**config.mk**
```make
export PLATFORM = sky130hd
export DESIGN_NAME = mem_arbiter
export DESIGN_NICKNAME = d
export VERILOG_FILES = /design/src/rtl/mem_arbiter.sv
export SDC_FILE = /design/constraint.sdc
export NUM_CORES = 1
export LEC_CHECK = 0
export BUFFER_PORTS_ARGS = -buffer_cell sky130_fd_sc_hd__buf_2
export CELL_PAD_IN_SITES_DETAIL_PLACEMENT = 0
export CELL_PAD_IN_SITES_GLOBAL_PLACEMENT = 1
export CORE_AREA = 2 2 117 119
export DETAILED_ROUTE_END_ITERATION = 7
export DIE_AREA = 0 0 119 121
export GPL_TIMING_DRIVEN = 0
export PLACE_DENSITY_LB_ADDON = 0.12
export SYNTH_ARGS = -nofsm -noshare
export SYNTH_HDL_FRONTEND = slang
export SYNTH_SLANG_ARGS = --single-unit
```
**constraint.sdc**
```tcl
create_clock -name clk -period 3.25 [get_ports clk]
set_input_delay 0.65 -clock clk [delete_from_list [all_inputs] [get_ports clk]]
set_output_delay 0.65 -clock clk [all_outputs]
set_load 0.1 [all_outputs]
```
**src/rtl/mem_arbiter.sv**
```systemverilog
// Two-port (fetch/data) arbiter in front of a single-port-write, dual-address-read memory.
// Optional feature: define MEM_ARB_RR_EN for round-robin arbitration; default is fixed dm priority.
module mem_arbiter #(
    parameter int ADDR_W = 11,
    parameter int DATA_W = 32
) (
    input  logic              clk,
    input  logic              rst_n,
    input  logic              if_req,
    input  logic [ADDR_W-1:0] if_addr,
    output logic              if_gnt,
    output logic              if_rvalid,
    output logic [DATA_W-1:0] if_rdata,
    input  logic              dm_req,
    input  logic              dm_we,
    input  logic [ADDR_W-1:0] dm_addr,
    input  logic [DATA_W-1:0] dm_wdata,
    output logic              dm_gnt,
    output logic              dm_rvalid,
    output logic [DATA_W-1:0] dm_rdata,
    output logic [ADDR_W-1:0] mem_a,
    output logic [DATA_W-1:0] mem_d,
    output logic              mem_we,
    output logic [ADDR_W-1:0] mem_dpra,
    input  logic [DATA_W-1:0] mem_dpo
);

    logic              last_gnt;
    logic              pick_if;
    logic              wr;
    logic              dm_rd;
    logic [ADDR_W-1:0] a_hold;
    logic [DATA_W-1:0] d_hold;

`ifdef MEM_ARB_RR_EN
    // last_gnt == 1 means dm won last time, so fetch wins the next tie.
    assign pick_if = last_gnt;
`else
    // last_gnt is still tracked but never influences the fixed-priority tie-break.
    assign pick_if = 1'b0 & last_gnt;
`endif

    always_comb begin
        if_gnt = rst_n & if_req & (~dm_req | pick_if);
        dm_gnt = rst_n & dm_req & (~if_req | ~pick_if);
    end

    assign wr       = dm_gnt & dm_we;
    assign dm_rd    = dm_gnt & ~dm_we;
    assign mem_we   = wr;
    assign mem_dpra = dm_gnt ? dm_addr : if_addr;
    assign mem_a    = wr ? dm_addr  : a_hold;
    assign mem_d    = wr ? dm_wdata : d_hold;

    always_ff @(posedge clk) begin
        if (!rst_n) begin
            last_gnt  <= 1'b1;
            a_hold    <= '0;
            d_hold    <= '0;
            if_rvalid <= 1'b0;
            if_rdata  <= '0;
            dm_rvalid <= 1'b0;
            dm_rdata  <= '0;
        end else begin
            if (wr) begin
                a_hold <= dm_addr;
                d_hold <= dm_wdata;
            end
            if_rvalid <= if_gnt;
            if (if_gnt) begin
                if_rdata <= mem_dpo;
            end
            dm_rvalid <= dm_rd;
            if (dm_rd) begin
                dm_rdata <= mem_dpo;
            end
            if (if_gnt | dm_gnt) begin
                last_gnt <= dm_gnt;
            end
        end
    end

endmodule

```
==> flow_summary.rst <==
.. list-table::
   :header-rows: 1

   * - Metric
     - Value
   * - Run status
     - complete, no violations
   * - Hpwl dp
     - 9794 um
   * - Top-level port count
     - 214
   * - I/O Buffers
     - 212
   * - Average via count per standard cell
     - 4.524
   * - Setup repair after global routing missed its margin
     - false
   * - Maximum buffer depth of the clock tree
     - 2
   * - Ratio of final minimum period to clock period
     - 86.00%
   * - Routed WL per cell
     - 13.48 um
   * - Synthesized flop and latch total
     - 109
   * - Placeable core area
     - 13,090 um^2
   * - Clk pin slew, worst setup/hold paths
     - 70 ps
   * - DR pass1 iterations
     - 4
   * - Skew final
     - 0 ps
   * - Setup Fix Bufs, Post-CTS
     - 0
   * - Number of buffers inserted during clock tree synthesis
     - 9
   * - Clk sinks
     - 109
   * - Data required, critical path
     - 2600 ps
   * - Gate Count Post-Synth
     - 538
   * - Initial cell density of the core
     - 35.75%
   * - Antenna-violating nets left
     - 0
   * - Number of antenna violations at the first check in global routing
     - 0
   * - CP max stage delay
     - 430 ps
   * - Final hold slack
     - 449.1 ps
   * - Routability congestion estimate
     - 0.7514
   * - H-tree depth
     - 3
   * - Remaining design rule violation count
     - 0
   * - Master cell of the clock root buffer
     - clkbuf_16
   * - Total routing resource utilization after global routing
     - 17.56%
   * - Transition time of the tightest slew-check pin
     - 518.9 ps
   * - Y dimension of the die
     - 121 um
   * - Layout Area Growth over Synthesis
     - 33.57%
   * - Global-route wire length before repair
     - 20,110 um
   * - Number of standard-cell rows in the floorplan
     - 42
   * - F_max
     - 357.8 MHz
   * - Top cells by area in the synthesized netlist
     - dfxtp_1, nand2_1, a21boi_0
   * - CP Cell Sequence
     - buf_2 > buf_4 > buf_2 > clkbuf_1 > and2_1 > buf_2
   * - Cts-stage hold buffer count
     - 0
   * - Leakage component of the power
     - 2.941 nW
   * - Vias in the first global route
     - 4,071
   * - Floorplan die area
     - 14,400 um^2
   * - Netlist area before placement
     - 4678 um^2
   * - IR drop worst, VDD
     - 0.2019 mV
   * - Seq/Total Area, Yosys
     - 46.64%
   * - Pre-CTS setup slack
     - 419.6 ps
   * - Crit-path slowest cell
     - buf_2
   * - Average instance area after synthesis
     - 8.696 um^2
   * - Cell area power density
     - 555.2 nW/um^2
   * - Share of Yosys cell area claimed by the top area cell type
     - 46.64%
   * - Worst max-slew margin expressed relative to the limit
     - 65.64%
   * - Final WL
     - 12,710 um
   * - Layout Cell Area excl Fill
     - 6248 um^2
   * - Number of hold violations in the final report
     - 0
   * - Post-place instance area
     - 5959 um^2
   * - Clock latency of the later-clocked register in the worst-skew pair
     - 350 ps
   * - Path class of the lowest-slack min-delay path
     - reg -> reg
   * - Critical Setup Path Class
     - in -> out
   * - Critical Path Sink Type
     - primary output
   * - Most repeated library cell on the critical path
     - buf_2
   * - Area leader, netlist
     - dfxtp_1
   * - Number of setup violations in the final report
     - 0
   * - Via count
     - 4,266
   * - CTS tree
     - yes
   * - Maximum number of pins on one net before global-route repair
     - 19
   * - Drt first-iter violations
     - 134
   * - Net count of the mapped netlist
     - 629
   * - Total number of yosys warnings
     - 0
   * - Final number of max-transition violations
     - 0
   * - Critical-path maximum fanout
     - 10
   * - Final WS setup
     - 455.1 ps
   * - Post-synth cell types
     - 15
   * - Post-CTS resize count
     - 0
   * - Worst Path Arrival
     - 2140 ps
   * - Die span in x
     - 119 um
   * - Final layout net count
     - 852
   * - Min Tclk post-route
     - 2795 ps
   * - Final TNS setup
     - 0 ps
   * - Total global routing overflow
     - 0
   * - CP startpoint kind
     - primary input
   * - Ratio of cells with drive above 1 in the final layout
     - 35.77%
   * - Max Cap Violations
     - 0
sequential cells by signal, indices dropped and copies added, names as in the netlist:
name and count:
a_hold 11, d_hold 32, dm_rdata 32, dm_rvalid 1, if_rdata 32, if_rvalid 1
stage by stage:
step	std cells	power, W	util [%]
2_1_floorplan	538	0.002257	-
3_3_place_gp	926	0.002449	45.54
3_5_place_dp	926	0.002456	45.54
4_1_cts	942	0.003520	47.73
5_1_grt	942	0.003606	47.73
6_report	943	0.003469	47.75
layout by cell type (no fill, tap or decap):
master	instances
clkbuf_1	11
inv_1	2
clkinv_4	1
diode_2	1
buf_2	235
buf_4	7
nand3_2	1
nand2_1	216
inv_6	1
clkbuf_8	1
clkinvlp_4	4
mux2_1	39
mux2_2	15
dfxtp_1	109
nor2b_1	2
clkbuf_16	9
a21boi_0	82
nor2_1	1
a21boi_1	25
and2_1	3
nand2b_1	2
power breakdown:
part / switching [W] / internal (W) / total, W
logic: 0.000800 / 0.000194 / 0.000994
clock network: 0.000506 / 0.000545 / 0.00105
registers: 0.0000284 / 0.00140 / 0.00142
logic make-up after synthesis:
| group | synth area share (%) |
|---|---|
| AO/OA/AOI/OAI | 17.17 |
| multiplexers | 13.00 |
| AND/OR/NAND/NOR | 18.56 |
| buffers and inverters | 4.627 |
| flip-flops | 46.64 |
worst paths after layout:
path | to | slack [ps] | cells past startpoint | startpoint
max | if_gnt | 460 | 6 | rst_n
min | dm_rdata[5] | 450 | 2 | dm_rdata[5]
max reg2reg | dm_rdata[3] | 2600 | 2 | dm_rdata[3]
min reg2reg | dm_rdata[5] | 450 | 2 | dm_rdata[5]
routing by layer:
| layer | share of wire [%] | GRT usage [%] | up-vias |
|---|---|---|---|
| met5 | 0 | 0 | - |
| met4 | 1.5 | 6.250 | 0 |
| met3 | 7.0 | 4.417 | 13 |
| met2 | 45 | 28.13 | 140 |
| met1 | 46 | 23.00 | 1912 |
| li1 | - | - | 2201 |
critical path: cells and delay by family:
| family | cells | cell delay [ps] |
|---|---|---|
| AND/OR/NAND/NOR | 1 | 180 |
| buffers and inverters | 5 | 1300 |
cells in the mapped netlist:
master    instances
nand2_1         216
buf_4             7
a21boi_1         25
dfxtp_1         109
mux2_2           15
and2_1            3
nor2b_1           2
inv_1             2
a21boi_0         82
clkbuf_1         11
nor2_1            1
nand3_2           1
mux2_1           39
nand2b_1          2
buf_2            23
layout make-up:
| class | instances | area, um^2 |
|---|---|---|
| Clock inverter | 6 | 47.55 |
| Antenna cell | 1 | 2.502 |
| Tap cell | 176 | 220.2 |
| Fill cell | 1322 | 6837 |
| Inverter | 2 | 7.507 |
| Sequential cell | 109 | 2182 |
| Timing Repair Buffer | 212 | 1061 |
| Clock buffer | 10 | 239.0 |
| Multi-Input combinational cell | 386 | 2280 |
| Buffer | 41 | 209.0 |
Note: power is estimated with default switching activity, not from simulation.
